`config.mk`:
```
export PLATFORM = sky130hd
export DESIGN_NAME = fp32_seq_mul_flat
export DESIGN_NICKNAME = d
export VERILOG_FILES = /design/src/rtl/fpmul_pkg.sv /design/src/rtl/fp32_seq_mul_if.sv /design/src/rtl/fpmul_ctrl_fsm.sv /design/src/rtl/fp32_seq_mul.sv /design/src/flat_wrapper.sv
export SDC_FILE = /design/constraint.sdc
export NUM_CORES = 1
export LEC_CHECK = 0
export BUFFER_PORTS_ARGS = -buffer_cell sky130_fd_sc_hd__buf_2
export CORE_UTILIZATION = 55
export DETAILED_ROUTE_END_ITERATION = 10
export HOLD_SLACK_MARGIN = 0.1
export PLACE_DENSITY_LB_ADDON = 0.08
export SYNTH_ARGS = -nofsm -noshare
export SYNTH_HDL_FRONTEND = slang
export SYNTH_SLANG_ARGS = --single-unit
```
`constraint.sdc`:
```
create_clock -name clk -period 7.4 [get_ports clk]
set_input_delay 0.37 -clock clk [delete_from_list [all_inputs] [get_ports clk]]
set_output_delay 0.37 -clock clk [all_outputs]
set_load 0.02 [all_outputs]
```
`src/rtl/fpmul_pkg.sv`:
```
`default_nettype none
// ============================================================================
//  Module      : fpmul_pkg
//  Description : Shared state encoding and IEEE-754 constants for the
//                sequential single-precision multiplier.
//  Revision    : 1.0 - initial release
// ============================================================================
package fpmul_pkg;

    // Controller states; encodings 3'b100..3'b111 are illegal
    typedef enum logic [2:0] {
        ST_IDLE = 3'b000,
        ST_LOAD = 3'b001,
        ST_ITER = 3'b010,
        ST_DONE = 3'b011
    } state_t;

    localparam int          BIAS    = 127;
    localparam int          EXP_MAX = 255;
    localparam logic [31:0] QNAN    = 32'h7FC0_0000;
    localparam int          MANT_W  = 24;

endpackage
`default_nettype wire

```
`src/rtl/fp32_seq_mul_if.sv`:
```
`default_nettype none
// ============================================================================
//  Module      : fp32_seq_mul_if
//  Description : Operand request / result bundle of the sequential FP32
//                multiplier. The master issues operands, the slave multiplies.
//  Revision    : 1.0 - initial release
// ============================================================================
interface fp32_seq_mul_if;
    logic        start;
    logic [31:0] a;
    logic [31:0] b;
    logic        busy;
    logic        valid;
    logic [31:0] p;
    logic [2:0]  state;

    modport master (output start, a, b, input busy, valid, p, state);
    modport slave  (input start, a, b, output busy, valid, p, state);
endinterface
`default_nettype wire

```
`src/rtl/fpmul_ctrl_fsm.sv`:
```
`default_nettype none
// ============================================================================
//  Module      : fpmul_ctrl_fsm
//  Description : Control state machine of the sequential FP32 multiplier.
//                DONE is held for two cycles: the first carries the pack
//                strobe, the second lets the result settle before IDLE.
//  Revision    : 1.0 - initial release
// ============================================================================
module fpmul_ctrl_fsm
    import fpmul_pkg::*;
(
    input  wire logic   clk,
    input  wire logic   rst_n,
    input  wire logic   start,
    input  wire logic   more,
    output state_t      o_state,
    output logic        o_busy,
    output logic        o_pack
);

    state_t r_state;
    logic   r_busy;
    logic   r_pack;

    // State register, next-state decision and registered control outputs
    always_ff @(posedge clk or negedge rst_n) begin
        if (!rst_n) begin
            r_state <= ST_IDLE;
            r_busy  <= 1'b0;
            r_pack  <= 1'b0;
        end else begin
            r_pack <= 1'b0;
            case (r_state)
                ST_IDLE: begin
                    if (start) begin
                        r_state <= ST_LOAD;
                        r_busy  <= 1'b1;
                    end
                end
                ST_LOAD: begin
                    r_state <= ST_ITER;
                end
                ST_ITER: begin
                    if (!more) begin
                        r_state <= ST_DONE;
                        r_pack  <= 1'b1;
                    end
                end
                ST_DONE: begin
                    // First DONE cycle still has the strobe up; leave on the second
                    if (!r_pack) begin
                        r_state <= ST_IDLE;
                        r_busy  <= 1'b0;
                    end
                end
                default: begin
                    r_state <= ST_IDLE;
                    r_busy  <= 1'b0;
                end
            endcase
        end
    end

    assign o_state = r_state;
    assign o_busy  = r_busy;
    assign o_pack  = r_pack;

endmodule
`default_nettype wire

```
`src/rtl/fp32_seq_mul.sv`:
```
`default_nettype none
// ============================================================================
//  Module      : fp32_seq_mul
//  Description : Sequential IEEE-754 single-precision multiplier. Mantissas
//                are multiplied by shift-add, one bit per clock; special
//                operands still take the full, data-independent latency.
//                Optional macro FPMUL_RNE_EN selects round-to-nearest-even;
//                without it the product is truncated toward zero.
//  Revision    : 1.0 - initial release
// ============================================================================
module fp32_seq_mul
    import fpmul_pkg::*;
#(
    parameter int MANT_W = fpmul_pkg::MANT_W
)(
    input  wire logic       clk,
    input  wire logic       rst_n,
    fp32_seq_mul_if.slave   bus
);

    localparam int PW     = 2 * MANT_W;
    localparam int FRAC_W = MANT_W - 1;
    localparam int CNT_W  = $clog2(MANT_W);

    // Controller interface
    state_t w_state;
    logic   w_busy;
    logic   w_pack;
    logic   w_more;

    // Latched operands and unpacked fields
    logic [31:0]        r_a;
    logic [31:0]        r_b;
    logic               r_sign;
    logic [7:0]         r_ea;
    logic [7:0]         r_eb;
    logic [MANT_W-1:0]  r_mcand;
    logic [MANT_W-1:0]  r_mplier;
    logic [PW-1:0]      r_acc;
    logic [CNT_W-1:0]   r_cnt;
    logic               r_nan;
    logic               r_inf;
    logic               r_zero;
    logic [31:0]        r_p;
    logic               r_valid;

    fpmul_ctrl_fsm u_ctrl (
        .clk     (clk),
        .rst_n   (rst_n),
        .start   (bus.start),
        .more    (w_more),
        .o_state (w_state),
        .o_busy  (w_busy),
        .o_pack  (w_pack)
    );

    // ------------------------------------------------------------------
    // Unpack: denormal inputs (exp = 0) are flushed to zero
    // ------------------------------------------------------------------
    logic              w_zero_a, w_zero_b, w_inf_a, w_inf_b, w_nan_a, w_nan_b;
    logic [MANT_W-1:0] w_ma, w_mb;

    assign w_zero_a = (r_a[30:23] == 8'd0);
    assign w_zero_b = (r_b[30:23] == 8'd0);
    assign w_inf_a  = (r_a[30:23] == 8'hFF) && (r_a[22:0] == 23'd0);
    assign w_inf_b  = (r_b[30:23] == 8'hFF) && (r_b[22:0] == 23'd0);
    assign w_nan_a  = (r_a[30:23] == 8'hFF) && (r_a[22:0] != 23'd0);
    assign w_nan_b  = (r_b[30:23] == 8'hFF) && (r_b[22:0] != 23'd0);
    assign w_ma     = w_zero_a ? '0 : {1'b1, r_a[22:0]};
    assign w_mb     = w_zero_b ? '0 : {1'b1, r_b[22:0]};

    // ------------------------------------------------------------------
    // Shift-add step: add multiplicand into the upper half, shift right
    // ------------------------------------------------------------------
    logic [MANT_W-1:0] w_addend;
    logic [MANT_W:0]   w_sum;
    logic [PW-1:0]     w_acc_next;

    assign w_addend   = r_mplier[0] ? r_mcand : '0;
    assign w_sum      = {1'b0, r_acc[PW-1:MANT_W]} + {1'b0, w_addend};
    assign w_acc_next = {w_sum, r_acc[MANT_W-1:1]};
    assign w_more     = (r_cnt != '0);

    // ------------------------------------------------------------------
    // Normalize: bring the leading one to the top bit of the product
    // ------------------------------------------------------------------
    logic              w_top;
    logic [PW-1:0]     w_norm;
    logic [FRAC_W-1:0] w_frac_t;
    logic [9:0]        w_exp_base;
    logic [FRAC_W-1:0] w_frac;
    logic [9:0]        w_exp;
    logic              w_unused_norm;

    assign w_top      = r_acc[PW-1];
    assign w_norm     = w_top ? r_acc : {r_acc[PW-2:0], 1'b0};
    assign w_frac_t   = w_norm[PW-2:MANT_W];
    assign w_exp_base = {2'b00, r_ea} + {2'b00, r_eb} - 10'(BIAS) + {9'd0, w_top};

`ifdef FPMUL_RNE_EN
    logic              w_guard, w_round, w_sticky, w_rnd_up;
    logic [FRAC_W:0]   w_frac_inc;

    assign w_guard       = w_norm[MANT_W-1];
    assign w_round       = w_norm[MANT_W-2];
    assign w_sticky      = |w_norm[MANT_W-3:0];
    assign w_rnd_up      = w_guard & (w_round | w_sticky | w_frac_t[0]);
    assign w_frac_inc    = {1'b0, w_frac_t} + {{FRAC_W{1'b0}}, w_rnd_up};
    // A carry out of the fraction leaves it all-zero and bumps the exponent
    assign w_frac        = w_frac_inc[FRAC_W-1:0];
    assign w_exp         = w_exp_base + {9'd0, w_frac_inc[FRAC_W]};
    assign w_unused_norm = w_norm[PW-1];
`else
    assign w_frac        = w_frac_t;
    assign w_exp         = w_exp_base;
    assign w_unused_norm = ^{w_norm[PW-1], w_norm[MANT_W-1:0]};
`endif

    // ------------------------------------------------------------------
    // Pack with special-case priority: NaN, inf, zero, overflow, underflow
    // ------------------------------------------------------------------
    logic [31:0] w_result;

    // Final result selection
    always_comb begin
        w_result = {r_sign, w_exp[7:0], w_frac};
        if (r_nan) begin
            w_result = QNAN;
        end else if (r_inf) begin
            w_result = {r_sign, 8'hFF, 23'd0};
        end else if (r_zero) begin
            w_result = {r_sign, 31'd0};
        end else if ($signed(w_exp) >= $signed(10'(EXP_MAX))) begin
            w_result = {r_sign, 8'hFF, 23'd0};
        end else if ($signed(w_exp) <= $signed(10'd0)) begin
            w_result = {r_sign, 31'd0};
        end
    end

    // Datapath registers sequenced by the controller state
    always_ff @(posedge clk or negedge rst_n) begin
        if (!rst_n) begin
            r_a      <= '0;
            r_b      <= '0;
            r_sign   <= 1'b0;
            r_ea     <= '0;
            r_eb     <= '0;
            r_mcand  <= '0;
            r_mplier <= '0;
            r_acc    <= '0;
            r_cnt    <= '0;
            r_nan    <= 1'b0;
            r_inf    <= 1'b0;
            r_zero   <= 1'b0;
            r_p      <= '0;
            r_valid  <= 1'b0;
        end else begin
            r_valid <= w_pack;
            if (w_pack) begin
                r_p <= w_result;
            end
            case (w_state)
                ST_IDLE: begin
                    if (bus.start) begin
                        r_a <= bus.a;
                        r_b <= bus.b;
                    end
                end
                ST_LOAD: begin
                    r_sign   <= r_a[31] ^ r_b[31];
                    r_ea     <= r_a[30:23];
                    r_eb     <= r_b[30:23];
                    r_mcand  <= w_ma;
                    r_mplier <= w_mb;
                    r_acc    <= '0;
                    r_cnt    <= CNT_W'(MANT_W - 1);
                    r_nan    <= w_nan_a | w_nan_b | (w_zero_a & w_inf_b) | (w_inf_a & w_zero_b);
                    r_inf    <= w_inf_a | w_inf_b;
                    r_zero   <= w_zero_a | w_zero_b;
                end
                ST_ITER: begin
                    r_acc    <= w_acc_next;
                    r_mplier <= r_mplier >> 1;
                    if (w_more) begin
                        r_cnt <= r_cnt - 1'b1;
                    end
                end
                default: begin
                end
            endcase
        end
    end

    assign bus.busy  = w_busy;
    assign bus.valid = r_valid;
    assign bus.p     = r_p;
    assign bus.state = w_state;

endmodule
`default_nettype wire

```
`src/flat_wrapper.sv`:
```
// flat-port wrapper written by rule: the top's interface ports become plain ports
module fp32_seq_mul_flat import fpmul_pkg::*;
#(
    parameter int MANT_W = fpmul_pkg::MANT_W
)
  (clk, rst_n, bus_start, bus_a, bus_b, bus_busy, bus_valid, bus_p, bus_state);
  fp32_seq_mul_if bus_i ();
  input  wire logic clk;
  input  wire logic rst_n;
  input wire logic [$bits(bus_i.start)-1:0] bus_start;
  input wire logic [$bits(bus_i.a)-1:0] bus_a;
  input wire logic [$bits(bus_i.b)-1:0] bus_b;
  output wire logic [$bits(bus_i.busy)-1:0] bus_busy;
  output wire logic [$bits(bus_i.valid)-1:0] bus_valid;
  output wire logic [$bits(bus_i.p)-1:0] bus_p;
  output wire logic [$bits(bus_i.state)-1:0] bus_state;
  assign bus_i.start = bus_start;
  assign bus_i.a = bus_a;
  assign bus_i.b = bus_b;
  assign bus_busy = bus_i.busy;
  assign bus_valid = bus_i.valid;
  assign bus_p = bus_i.p;
  assign bus_state = bus_i.state;
  fp32_seq_mul #(.MANT_W(MANT_W)) u_core (.clk(clk), .rst_n(rst_n), .bus(bus_i));
endmodule
```
**Yosys cells after proc, flatten, opt, wreduce, memory -nomap -nowiden**

Index checks and enable logic that the tools add are counted.
Widths: inputs -> output; s select.

- Register bits after elaboration: 223
- Output and inout port bits: 37
- Logic and storage cells: 82
- Input bits: 67

- Mux-type cells: 22
- $lt $le $gt $ge: 2
- Reductions and logical operators: 18
- Equal/unequal tests: 9
- Add/subtract/negate cells: 5
- Bitwise logic cells: 9

Operator list:

| kind | number |
|---|---|
| $mux 31 | 4 |
| $pmux 48 s2 | 1 |
| $mux 24 | 3 |
| $pmux 24 s2 | 1 |
| $mux 47 | 1 |
| $logic_not 23->1 | 2 |
| $reduce_bool 23->1 | 2 |
| $mux 32 | 1 |
| $add 24x24->25 | 1 |
| $eq 8x8->1 const B | 2 |
| $logic_not 8->1 | 2 |
| $pmux 3 s4 | 1 |
| $add 10x1->10 | 1 |
| $ge 10x9->1 const B | 1 |
| $le 10x1->1 const B | 1 |
| $pmux 5 s2 | 1 |
| $sub 10x7->10 const B | 1 |
| $add 8x8->9 | 1 |
| $mux 3 | 3 |
| $ne 2x2->1 const B | 4 |
| $eq 3x2->1 const B | 2 |
| $reduce_and 3->1 | 2 |
| $mux 5 | 1 |
| $or 1x1->1 | 5 |
| 13 further kinds | 21 |

**Depth between registers and ports, before layout**

Gate-level depths: netlist of run 1.

- Depth after elaboration: 9
- Gate-level depth with buffers: 12

**Cells and area by module**

Synthesis of run 1 repeated with hierarchy kept, for this count alone.

- Cells, all modules: 951
- Area, all modules: 10085.9 um2

By module, submodules not included:

| module | area each (um2) | instances | cells each | sequential area each (um2) |
|---|---|---|---|---|
| fp32_seq_mul | 9844.4 | 1 | 932 | 4879.7 |
| fpmul_ctrl_fsm | 241.5 | 1 | 19 | 100.1 |

**Worst setup path before layout of run 1**

OpenSTA, ideal clock, no wires.

- Path type: reg2reg
- Start: register u_core.r_eb[0]
- End: register u_core.r_p[21], in the netlist u_core.bus.p[21]
- Path slack: 4.370 ns
- Stages on the path, launching flop included: 12
- Data required time: 7.304 ns
- Arrival: 2.934 ns
- Path buffers: 1
- Setup time: 0.096 ns
- Period minus slack after synthesis: 3.030 ns
- Cells stage by stage: dfrtp_1 -> ha_1 -> fa_1 -> a21o_1 -> a21oi_4 -> o21ai_1 -> a211oi_2 -> nand3_4 -> a221oi_2 -> nand3_2 -> buf_6 -> o32ai_4

- Cells in the longest elaborated chain, start to end: 9
- Elaborated cells on any way between the ends: 10

Ends and longest elaborated chain:

| what | line | source |
|---|---|---|
| from (decl) | fp32_seq_mul.sv:36 | `logic [7:0] r_eb;` |
| from (signal assigned) | fp32_seq_mul.sv:172 | `r_eb <= r_b[30:23];` |
| $add 8x8->9 * | fp32_seq_mul.sv:98 | `assign w_exp_base = {2'b00, r_ea} + {2'b00, r_eb} - 10'(BIAS) + {9'd0, w_top};` |
| $sub 10x7->10 * | fp32_seq_mul.sv:98 |  |
| $add 10x1->10 * | fp32_seq_mul.sv:98 |  |
| $le 10x1->1 | fp32_seq_mul.sv:135 | `end else if ($signed(w_exp) <= $signed(10'd0)) begin` |
| $mux 31 | fp32_seq_mul.sv:135 |  |
| $mux 31 * | fp32_seq_mul.sv:133 | `end else if ($signed(w_exp) >= $signed(10'(EXP_MAX))) begin` |
| $mux 31 * | fp32_seq_mul.sv:131 | `end else if (r_zero) begin` |
| $mux 31 * | fp32_seq_mul.sv:129 | `end else if (r_inf) begin` |
| $mux 32 * | fp32_seq_mul.sv:127 | `if (r_nan) begin` |
| to (signal assigned) | fp32_seq_mul.sv:160 | `r_p <= w_result;` |
| to (decl) | fp32_seq_mul.sv:44 | `logic [31:0] r_p;` |

Every way passes the cells marked *; elsewhere a longest branch is shown, timed or not.
A chain may end at the register's enable or synchronous reset.

**Worst setup path in the final report of run 1**

- Start: register u_core.r_eb[0]
- End: register u_core.r_p[2], in the netlist u_core.bus.p[2]

The elaborated chain is that of the path after synthesis.

==> results of run 1 <==
-- through the flow --
stage / total power, W / util [%]
floorplan: 0.004125 / -
global placement: 0.004676 / 60.15
detailed placement: 0.004737 / 60.15
CTS: 0.005693 / 63.29
global route: 0.006128 / 63.29
finish: 0.005668 / 63.29
-- synthesized netlist by cell type (16+ instances only) --
cell	n	area share, %
inv_1	71	2.5
clkbuf_1	41	1.5
ha_1	41	4.8
nand2_1	70	2.5
o22ai_1	23	1.4
and2_1	31	1.8
dfrtp_1	199	47
mux2_2	80	8.5
o32ai_2	19	2.9
nor4_1	17	1.0
o21ai_0	17	0.80
mux2i_1	24	2.3
nor2_1	88	3.1
a22o_1	16	1.3
a21o_1	16	1.1
xnor2_1	18	1.5
a21oi_1	81	3.8
-- power by group through the flow --
stage,Sequential [W],Clock [W],Combinational [W]
after floorplan,0.00181,0,0.00231
after global placement,0.00193,0,0.00275
after detailed placement,0.00195,0,0.00279
after CTS,0.00193,0.000957,0.00281
after global routing,0.00200,0.000998,0.00313
final,0.00193,0.000942,0.00280
-- final timing paths --
check,startpoint,end,cells past startpoint
worst max-delay path,u_core.r_eb[0],u_core.bus.p[2],10
worst min-delay path,rst_n,u_core.r_eb[7],1
worst max register to register,u_core.r_eb[0],u_core.bus.p[2],10
worst min register to register,u_core.r_cnt[0],u_core.r_cnt[0],1
max in group asynchronous,rst_n,u_core.r_mcand[23],2
min in group clk,bus_b[10],u_core.r_b[10],2
-- metal layers --
metal  GRT usage (%)  part of all wire (%)  wire, µm
met5               0                     0         0
met4           6.293                  0.99       215
met3           3.159                   3.4       727
met2           34.67                    44      9574
met1           35.14                    52     11180
-- final cells by class --
type                       count  area (µm²)  area share, %
tap                          260       325.3          2.730
clock buffer                  18       429.2          3.601
clock inverter                14       162.7          1.365
inverter                      71       266.5          2.236
timing repair buffer         112       594.3          4.987
multi-input combinational    691        5160          43.30
sequential                   199        4980          41.78
-- worst max-delay path, cell delays in order, from the launching register on --
cell and delay [ns]:
dfrtp_1 0.38, ha_1 0.22, fa_1 0.41, a21o_1 0.23, a21oi_4 0.22, o21ai_1 0.15
a211oi_2 0.46, nand3_4 0.17, a221oi_2 0.33, nand3_2 0.58, o32ai_1 0.49
-- cells by family after synthesis --
family,share of synthesized area (%)
flops,46.95
simple gates,12.35
other cells,0.03535
compound gates,17.85
xor+xnor,2.371
mux,10.76
buf+inv,4.482
fa+ha+maj,5.213
-- flip-flops by register name, indices dropped and copies added, names as in the netlist --
register,flops
u_core.r_a,32
u_core.r_inf,1
u_core.r_zero,1
u_core.bus.p,32
u_core.r_mplier,24
u_core.bus.valid,1
u_core.r_ea,8
u_core.r_eb,8
u_core.r_acc,25
u_core.r_sign,1
u_core.u_ctrl.o_state,2
u_core.r_mcand,24
u_core.r_cnt,5
u_core.r_b,32
u_core.r_nan,1
u_core.u_ctrl.o_busy,1
u_core.u_ctrl.o_pack,1
==> run summary, run 1 <==
Placed cell area -> 11,330 µm²
Final estimated routing congestion in global placement -> 0.8853
Filler cells -> 1,555
Antenna diodes -> 0
Post-DR vias/cell -> 5.558
YS warnings -> 0
Clk pwr share -> 16.6%
Syn Area/Cell -> 10.49 µm²
Period utilization -> 50.87%
Final hold violations -> 0
Antenna Violating Nets Remaining -> 0
Most common cell after layout, fill and taps aside -> dfrtp_1
Final slew viol count -> 0
WHS -> 0.08828 ns
Most frequent cells in the layout -> dfrtp_1, buf_2, nor2_1
R2R Setup Slk -> 3.64 ns
Share of layout cells above drive strength 1 -> 24.16%
Setup TNS -> 0 ns
Tmin final -> 3.764 ns
Clock Latency Late Sink -> 0.44 ns
Power density over the cells -> 475.6 nW/µm²
Nets -> 1,202
F_max -> 0.2657 GHz
Ys flop type -> dfrtp_1
DRC violations left -> 0
Die Area -> 19,850 µm²
Arrival time at the worst endpoint -> 4.08 ns
Sequential element share of the synthesized area -> 46.95%
Maxcap violations -> 0
Tightest Pin Transition -> 1.058 ns
Final Instance Area -> 11,920 µm²
FP Rows -> 50
Drt wl/cell -> 15.90 µm
GRT Residual Overflow -> 0
CTS Root Cell -> clkbuf_16
Async set-reset flop share out of synthesis -> 100.0%
Fin cells -> 1,365
I/O pin total -> 104
First DRT Iteration DRCs -> 468
Syn Std Cell Area -> 10,610 µm²
Max transition margin -> 29.48%
Yosys cell types -> 77
Clock Pin Slew Worst Setup and Hold Paths -> 0.08 ns
Max IR drop VDD -> 0.2637 mV
Clock buffer depth -> 2
Postcts setup bufs -> 0
Largest net degree at the start of global routing -> 135
Port buffer count -> 102
Switching power total -> 0.002463 W
Critical Path Source Type -> flip-flop
Final WS setup -> 3.636 ns
Detail Placement HPWL -> 15.21 mm
Sequential power share -> 34.1%
Pre-antenna DRT Iters -> 5
# H-tree levels -> 4
Register bit total from synthesis -> 199
Die extent in y -> 140.9 µm
DP Worst Slack -> 3.637 ns
Vias -> 7,586
Crit path max fanout -> 23
Mapped Cells -> 1,011
Tightest Hold Check Type -> in -> async
Initial core utilization -> 56.33%
Hold_buf cts -> 0
Total clock sinks -> 199
Worst Setup End Kind -> flip-flop
Int Pwr -> 0.003205 W
Vias in the first global route -> 7,150
Total GRT Usage -> 23.14%
Die X-Extent -> 140.9 µm
Post-synth net total -> 1,121
Post-Route WL -> 21.70 mm
Switch share -> 43.45%
P_leak -> 5.404 nW
Combinational group share of total power -> 49.3%
CTS Buf Count -> 17
Layout area overhead -> 12.35%
CTS tree -> done
Cell count after placement -> 1,333
Status -> completed
Post-CTS Resized -> 0
Critical path type -> reg -> reg
Core Area -> 18,830 µm²
Final Skew -> 0.01278 ns
Antenna violations before repair -> 0
First-pass GRT wire length -> 36.48 mm
Post-synth EDFFs -> 0
Final setup viols -> 0
CP Data Required Time -> 7.72 ns
RSZ-0062 raised after global routing -> false
(Power assumes the default switching activity.)
==> run 2, diff against run 1 <==
CORE_UTILIZATION = 54   (was 55)
clock period = 3.26 ns   (was 7.4 ns; I/O delays follow)
==> run summary, run 2 (synthesized netlist as in run 1, its figures left out) <==
Final hold violations -> 0 (unchanged)
CTS tree -> done (unchanged)
Antenna diodes -> 0 (unchanged)
FP Rows -> 50 (unchanged)
P_leak -> 5.830 nW (was 5.404 nW)
Most frequent cells in the layout -> dfrtp_1, buf_2, nor2_1 (unchanged)
Share of layout cells above drive strength 1 -> 25.15% (was 24.16%)
CP startpoint -> u_core.r_eb[0] (unchanged)
Power density over the cells -> 1060 nW/µm² (was 475.6 nW/µm²)
Final estimated routing congestion in global placement -> 0.8610 (was 0.8853)
Clock buffer depth -> 2 (unchanged)
Max transition margin -> 38.13% (was 29.48%)
Vias in the first global route -> 7,742 (was 7,150)
Post-DR vias/cell -> 5.576 (was 5.558)
Tmin final -> 3.126 ns (was 3.764 ns)
Crit path max fanout -> 11 (was 23)
DP Worst Slack -> -0.06999 ns (was 3.637 ns)
Reg-to-reg endpoint -> u_core.bus.p[22] (was u_core.bus.p[2])
Initial core utilization -> 55.96% (was 56.33%)
CP Data Required Time -> 3.59 ns (was 7.72 ns)
Clock Pin Slew Worst Setup and Hold Paths -> 0.07 ns (was 0.08 ns)
Most common cell after layout, fill and taps aside -> dfrtp_1 (unchanged)
Max IR drop VDD -> 0.5561 mV (was 0.2637 mV)
Final WS setup -> 0.1341 ns (was 3.636 ns)
Maxcap violations -> 0 (unchanged)
Delay-heaviest family, CP -> compound AO/OA/AOI/OAI gates (unchanged)
Tightest Pin Transition -> 0.9258 ns (was 1.058 ns)
Final Instance Area -> 12,900 µm² (was 11,920 µm²)
Layout area overhead -> 21.61% (was 12.35%)
CTS Root Cell -> clkbuf_16 (unchanged)
R2R Setup Slk -> 0.13 ns (was 3.64 ns)
Antenna violations before repair -> 0 (unchanged)
Die Area -> 20,210 µm² (was 19,850 µm²)
Total GRT Usage -> 24.41% (was 23.14%)
WP buf/inv -> 1 (was 0)
Total clock sinks -> 199 (unchanged)
Arrival time at the worst endpoint -> 3.46 ns (was 4.08 ns)
Final setup viols -> 0 (unchanged)
Die extent in y -> 142.2 µm (was 140.9 µm)
Worst Setup End Kind -> flip-flop (unchanged)
Final Skew -> 0.009830 ns (was 0.01278 ns)
Die X-Extent -> 142.2 µm (was 140.9 µm)
Critical path type -> reg -> reg (unchanged)
Post-Route WL -> 23.67 mm (was 21.70 mm)
Pre-antenna DRT Iters -> 5 (unchanged)
Drt wl/cell -> 16.34 µm (was 15.90 µm)
F_max -> 0.3199 GHz (was 0.2657 GHz)
CTS Buf Count -> 17 (unchanged)
Final slew viol count -> 0 (unchanged)
First-pass GRT wire length -> 38.87 mm (was 36.48 mm)
Port buffer count -> 102 (unchanged)
Filler cells -> 1,503 (was 1,555)
Placed cell area -> 11,480 µm² (was 11,330 µm²)
Nets -> 1,287 (was 1,202)
Status -> completed (unchanged)
Crit-path cells -> ha_1, fa_2, a21o_1, a21oi_4, xnor2_4, or3_4, and3_2, o2111ai_4, nand3_4, clkbuf_16, o32ai_2 (was ha_1, fa_1, a21o_1, a21oi_4, o21ai_1, a211oi_2, nand3_4, a221oi_2, nand3_2, o32ai_1)
I/O pin total -> 104 (unchanged)
First DRT Iteration DRCs -> 416 (was 468)
Tightest Hold Check Type -> in -> async (unchanged)
Critical Path Source Type -> flip-flop (unchanged)
Detail Placement HPWL -> 15.73 mm (was 15.21 mm)
Fin cells -> 1,449 (was 1,365)
Vias -> 8,080 (was 7,586)
GRT Residual Overflow -> 0 (unchanged)
Largest net degree at the start of global routing -> 82 (was 135)
Slowest stage delay, CP -> 0.44 ns (was 0.58 ns)
Reg-to-Reg Start -> u_core.r_eb[0] (unchanged)
Slowest-stage cell, CP -> or3_4 (was nand3_2)
Antenna Violating Nets Remaining -> 0 (unchanged)
Cell count after placement -> 1,347 (was 1,333)
Core Area -> 18,960 µm² (was 18,830 µm²)
Clock Latency Late Sink -> 0.43 ns (was 0.44 ns)
Setup TNS -> 0 ns (unchanged)
R2R cell count -> 11 (was 10)
# H-tree levels -> 4 (unchanged)
Period utilization -> 95.89% (was 50.87%)
DRC violations left -> 0 (unchanged)
run 2: cell count changes in the layout (fill, tap and decap cells not counted), sizes merged:
cell,change
inv,-2
clkinv,+2
clkbuf,+1
dlygate4sd3,+66
clkinvlp,-1
buf,+18
run 2: per-stage QoR:
stage / hold slack, ns / util [%] / power (W)
floorplan: -0.1326 / - / 0.009363
global placement: 0.2419 / 60.57 / 0.01080
detailed placement: 0.2519 / 60.57 / 0.01095
CTS: 0.3463 / 67.13 / 0.01318
global route: 0.3688 / 68.05 / 0.01472
finish: 0.3079 / 68.05 / 0.01368
run 2: worst register-to-register path, delay by kind of cell (launching register included):
family | cells | cell delay (ns)
compound gates | 4 | 0.91
simple gates | 3 | 0.79
fa+ha+maj | 2 | 0.58
flops | 1 | 0.39
buf+inv | 1 | 0.21
xor+xnor | 1 | 0.15
run 2: worst max path at each step:
stage	endpoint	slack, ns	cells after the start
after floorplan	u_core.bus.p[21]	0.23	11
after global placement	u_core.bus.p[25]	0.1	10
after detailed placement	u_core.bus.p[25]	-0.07	10
after CTS	u_core.bus.p[25]	0.04	10
after global routing	u_core.r_acc[43]	-0.002	11
final	u_core.bus.p[22]	0.13	11
run 2: repair_timing:
item,4_1_cts,5_1_grt
pin swaps,0,10
cloned,0,1
hold buffers,66,0
endpoints found under the hold margin,143,0
buffers inserted,0,4
setup endpoints to repair,4,36
resized for setup,2,18
run 2: power breakdown:
group / internal [W] / leakage [nW] / switching [W] / total [W]
registers: 0.00351 / 2.47 / 0.000874 / 0.00439
logic: 0.00309 / 3.09 / 0.00410 / 0.00719
clock network: 0.00114 / 0.275 / 0.000962 / 0.00210
total: 0.00774 / 5.83 / 0.00593 / 0.0137
run 2: final cells by class:
cell class	instances	area (µm²)	share of cell area, %
Sequential cell	199	4981	38.61
Timing Repair Buffer	197	1465	11.36
Multi-Input combinational cell	691	5285	40.97
Tap cell	260	325.3	2.522
Clock buffer	18	429.2	3.327
Inverter	71	266.5	2.066
Clock inverter	13	147.6	1.145
run 2: per-layer routing:
layer / GRT usage [%] / vias up / wire (µm)
met4: 5.376 / 0 / 208
met1: 36.79 / 3896 / 11810
li1: - / 3997 / -
met5: 0 / - / 0
met2: 37.15 / 170 / 10780
met3: 3.634 / 17 / 873
